[src/rtl/instr_prefetch_queue.sv]
// Instruction prefetch queue: sequential fetch from program RAM into a small FIFO feeding decode.
// Optional HALT detection is compiled in with `define PREFETCH_HALT_EN.
module instr_prefetch_queue #(
    parameter int unsigned DEPTH  = 4,
    parameter int unsigned ADDR_W = 8,
    parameter int unsigned DATA_W = 32
) (
    input  logic                     i_clk,
    input  logic                     i_rst_n,
    output logic                     o_mem_req,
    output logic [ADDR_W-1:0]        o_mem_addr,
    input  logic                     i_mem_gnt,
    input  logic [DATA_W-1:0]        i_mem_rdata,
    output logic                     o_instr_valid,
    output logic [DATA_W-1:0]        o_instr_data,
    output logic [ADDR_W-1:0]        o_instr_pc,
    input  logic                     i_instr_ready,
    input  logic                     i_redirect,
    input  logic [ADDR_W-1:0]        i_redirect_pc,
    output logic [$clog2(DEPTH):0]   o_count
);

    localparam int unsigned PTR_W = $clog2(DEPTH);
    localparam int unsigned CNT_W = PTR_W + 1;

`ifdef PREFETCH_HALT_EN
    typedef enum logic [1:0] {StBoot, StFetch, StHalted} state_e;
`else
    typedef enum logic [1:0] {StBoot, StFetch} state_e;
`endif

    state_e             r_state;
    logic [ADDR_W-1:0]  r_fetch_pc;
    logic [PTR_W-1:0]   r_head;
    logic [PTR_W-1:0]   r_tail;
    logic [CNT_W-1:0]   r_count;
    logic [DATA_W-1:0]  r_data [DEPTH];
    logic [ADDR_W-1:0]  r_pc   [DEPTH];

    logic               w_full;
    logic               w_push;
    logic               w_pop;
    logic               w_halt;

    always_comb begin
        w_full        = (r_count == CNT_W'(DEPTH));
        // No full bypass: a pop in the same cycle does not open a slot for a push.
        o_mem_req     = (r_state == StFetch) && !w_full;
        o_mem_addr    = r_fetch_pc;
        o_instr_valid = (r_count != '0);
        o_instr_data  = o_instr_valid ? r_data[r_head] : '0;
        o_instr_pc    = o_instr_valid ? r_pc[r_head]   : '0;
        o_count       = r_count;
        w_push        = o_mem_req && i_mem_gnt;
        w_pop         = o_instr_valid && i_instr_ready;
`ifdef PREFETCH_HALT_EN
        w_halt        = w_push && (i_mem_rdata == '1);
`else
        w_halt        = 1'b0;
`endif
    end

    always_ff @(posedge i_clk or negedge i_rst_n) begin
        if (!i_rst_n) begin
            r_state    <= StBoot;
            r_fetch_pc <= '0;
            r_head     <= '0;
            r_tail     <= '0;
            r_count    <= '0;
        end else if (i_redirect) begin
            // Redirect wins over everything, including a same-cycle push or pop.
            r_state    <= StFetch;
            r_fetch_pc <= i_redirect_pc;
            r_head     <= '0;
            r_tail     <= '0;
            r_count    <= '0;
        end else begin
            case (r_state)
                StBoot:  r_state <= StFetch;
                StFetch: begin
                    if (w_halt) begin
`ifdef PREFETCH_HALT_EN
                        r_state <= StHalted;
`endif
                    end
                end
`ifdef PREFETCH_HALT_EN
                StHalted: r_state <= StHalted;
`endif
                default: r_state <= StBoot;
            endcase

            if (w_push) begin
                r_fetch_pc <= r_fetch_pc + 1'b1;
                r_tail     <= r_tail + 1'b1;
            end
            if (w_pop) begin
                r_head <= r_head + 1'b1;
            end
            if (w_push && !w_pop) begin
                r_count <= r_count + 1'b1;
            end else if (w_pop && !w_push) begin
                r_count <= r_count - 1'b1;
            end
        end
    end

    always_ff @(posedge i_clk) begin
        if (w_push && !i_redirect) begin
            r_data[r_tail] <= i_mem_rdata;
            r_pc[r_tail]   <= r_fetch_pc;
        end
    end

endmodule

[config.mk]
export PLATFORM = sky130hd
export DESIGN_NAME = instr_prefetch_queue
export DESIGN_NICKNAME = d
export VERILOG_FILES = /design/src/rtl/instr_prefetch_queue.sv
export SDC_FILE = /design/constraint.sdc
export NUM_CORES = 1
export LEC_CHECK = 0
export CORE_MARGIN = 10
export CORE_UTILIZATION = 54
export DETAILED_ROUTE_END_ITERATION = 12
export HOLD_SLACK_MARGIN = 0.12
export PLACE_DENSITY = 0.79
export SYNTH_ARGS = -nofsm -noshare
export SYNTH_HDL_FRONTEND = slang
export SYNTH_SLANG_ARGS = --single-unit
[constraint.sdc]
create_clock -name i_clk -period 2.85 [get_ports i_clk]
set_input_delay 0.57 -clock i_clk [delete_from_list [all_inputs] [get_ports i_clk]]
set_output_delay 0.57 -clock i_clk [all_outputs]
set_load 0.01 [all_outputs]
==> metrics.cfg <==
[pwr]
vdd_drop_max_mv=0.492
power_mw=6.94
leakage_nw=3.33
p_per_area_nw_per_um2=769

[clock_network]
clock_path_buffers=2
h-tree-depth=4
clkTransAtPathRegs_ps=60
numClockSinks=176
root_buffer=clkbuf_16
worstSkewPairLatency_ps=420
cts_hold_buf=0
cts_tree=yes
numCtsBuffers=17

[detailed_routing]
drtIter0Drc=218
vias=3614
drt-pass1-iter-count=4
wl_um=13800
drc=0
wl_per_cell_um=20.8
antenna_left=0
routed_via_density=5.43

[floorplanning]
io_pins=98
dieWidth_um=134
start_util_pct=55.4
die_h_um=134
coreArea_um2=12700
die_area_um2=17900
num_rows=41

[worst_setup_path]
crit_start=r_head[0]$_DFFE_PN0P_
max_stage_delay_ps=490
cp-end-kind=primary output
critPathRequiredTime_ps=2280
worstPathMaxFanout=11
crit_slowest_cell=dfrtp_4
crit_arrival_ps=2210
critical-path-top-delay-family=buffers and inverters
crit_type=register to primary output
cp_cell_sequence=buf_12 -> mux4_2 -> and2_1 -> clkdlybuf4s50_1
r2r_start=o_count[0]$_DFFE_PN0P_
cp-start-kind=register
cp_num_buf_inv=2

[placement]
globalplace.congestion=0.843
hpwl_um=8800
port_buffers=97

[finish]
num_antenna_cells=0
nNetsFinal=532
utilization_pct=71.3
drive_above_1_share_pct=21.7
area_growth_pct=28.8
final_cell_mix=edfxtp_1 (160), clkdlybuf4s50_1 (65), mux4_2 (40), and2_1 (40), dlymetal6s2s_1 (20)
mostFrequentLayoutCell=edfxtp_1

[timing]
fmax_mhz=360
min_period_ps=2780
relSlewSlack_pct=48.4
slew_violations=0
finalSetupViolations=0
tightest_slew_ps=771
hold_viol_final=0
finalCritPeriodShare_pct=97.5
timing.clock.skew_ps=7.40

[status]
status=complete, no violations

[yosys]
synth_flop_cell=edfxtp_1
async_flop_share_pct=9.09
synth_nets=406
synth_edf_count=160
netlist_area_um2=7010
syn_inst=355
synth_seq_cells=176
ys_warn_count=0
synth.avg_cell_area_um2=19.8
ys_types=33
seq_area_frac_synth_pct=74.2

[global_routing]
globalRouteTotalUtil_pct=15.9
grt-ovfl-total=0
grt_max_degree=41
grt_pass1_wl_um=21600
grt_pass1_vias=3895
antenna_found_initial=0

[flow_run]
maxCapViolations=0

[worst_hold_path]
hp-class=register to register
min-delay-start=r_tail[1]$_DFFE_PN0P_

-- cell families (layout without fill, tap and decap cells) --
kind of cell	after synthesis	in the layout	synth area share (%)
other	1	1	0.0535
AO/OA/AOI/OAI	10	10	0.767
buffers and inverters	22	161	1.39
adder cells (fa/ha/maj)	6	6	1.18
XOR/XNOR	11	11	1.64
AND/OR/NAND/NOR	84	84	7.03
multiplexers	45	45	13.7
flip-flops	176	176	74.2
-- worst min-delay path, stage by stage (launching register included) --
cell and delay, ps:
dfrtp_1 420, nand2_1 80, a21oi_1 60
-- flip-flops by register name (all words and copies together) (netlist names) --
register    flops
o_mem_addr      8
r_head          2
o_count         3
r_pc           32
r_state         1
r_data        128
r_tail          2
-- cell usage after synthesis (3+ instances only) --
master | count | area share [%]
and2_1 | 44 | 3.9
buf_1 | 3 | 0.16
mux4_2 | 40 | 13
ha_1 | 5 | 0.89
inv_1 | 4 | 0.21
clkbuf_1 | 8 | 0.43
nand2_1 | 11 | 0.59
nor2_1 | 10 | 0.54
xnor2_1 | 7 | 0.87
buf_2 | 6 | 0.43
dfrtp_1 | 16 | 5.7
nand3_1 | 5 | 0.36
o21ai_0 | 7 | 0.50
nor3_1 | 4 | 0.29
edfxtp_1 | 160 | 68
xor2_1 | 3 | 0.37
-- stage by stage --
step | hold slack (ps) | area (um2) | setup TNS [ps] | instances | setup WS, ps
after floorplan | 274 | 7010 | 0 | 355 | 369
after global placement | 561 | 8340 | 0 | 621 | 329
after detailed placement | 583 | 8340 | 0 | 621 | 286
after CTS | 592 | 8900 | 0 | 657 | 1.10
after global routing | 625 | 9030 | -1.46 | 666 | -1.05
final | 594 | 9030 | 0 | 666 | 71.6
-- power breakdown --
| group | switching, mW | internal [mW] | total, mW |
|---|---|---|---|
| clock | 0.858 | 1.27 | 2.13 |
| sequential | 0.0899 | 2.93 | 3.02 |
| combinational | 0.770 | 1.02 | 1.79 |
-- worst paths after layout --
kind                                           to  slack (ps)  cells after the start
hold / removal              r_tail[1]$_DFFE_PN0P_         590                      2
setup reg to reg           o_count[2]$_DFFE_PN0P_         530                      7
min in group asynchronous   r_tail[1]$_DFFE_PN0P_         610                      1
hold reg to reg             r_tail[1]$_DFFE_PN0P_         590                      2
max in group asynchronous   r_head[0]$_DFFE_PN0P_        1680                      1
setup / recovery                 o_instr_data[18]          70                      4
-- layer usage --
layer / up-vias / share of wire, % / track usage [%]
met2: 124 / 52 / 26.8
met1: 1840 / 40 / 18.7
li1: 1637 / - / -
met4: 0 / 0.95 / 5.26
met3: 13 / 6.6 / 5.34
met5: - / 0 / 0
-- cell type report --
class                      instances  area [um2]
fill                             791        3640
inverter                           4        15.0
multi-input combinational        157        1720
tap                              172         215
timing repair buffer             125        1330
clock buffer                      23         448
clock inverter                     9        91.3
sequential                       176        5210
-- repair_timing --
| action | CTS | global route |
|---|---|---|
| setup buffers | 4 | 9 |
| pin swaps | 0 | 0 |
| setup endpoints to repair | 39 | 28 |
| endpoints found under the hold margin | 0 | 0 |
| resized for setup | 14 | 24 |
Note: power is estimated with default switching activity, not from simulation.
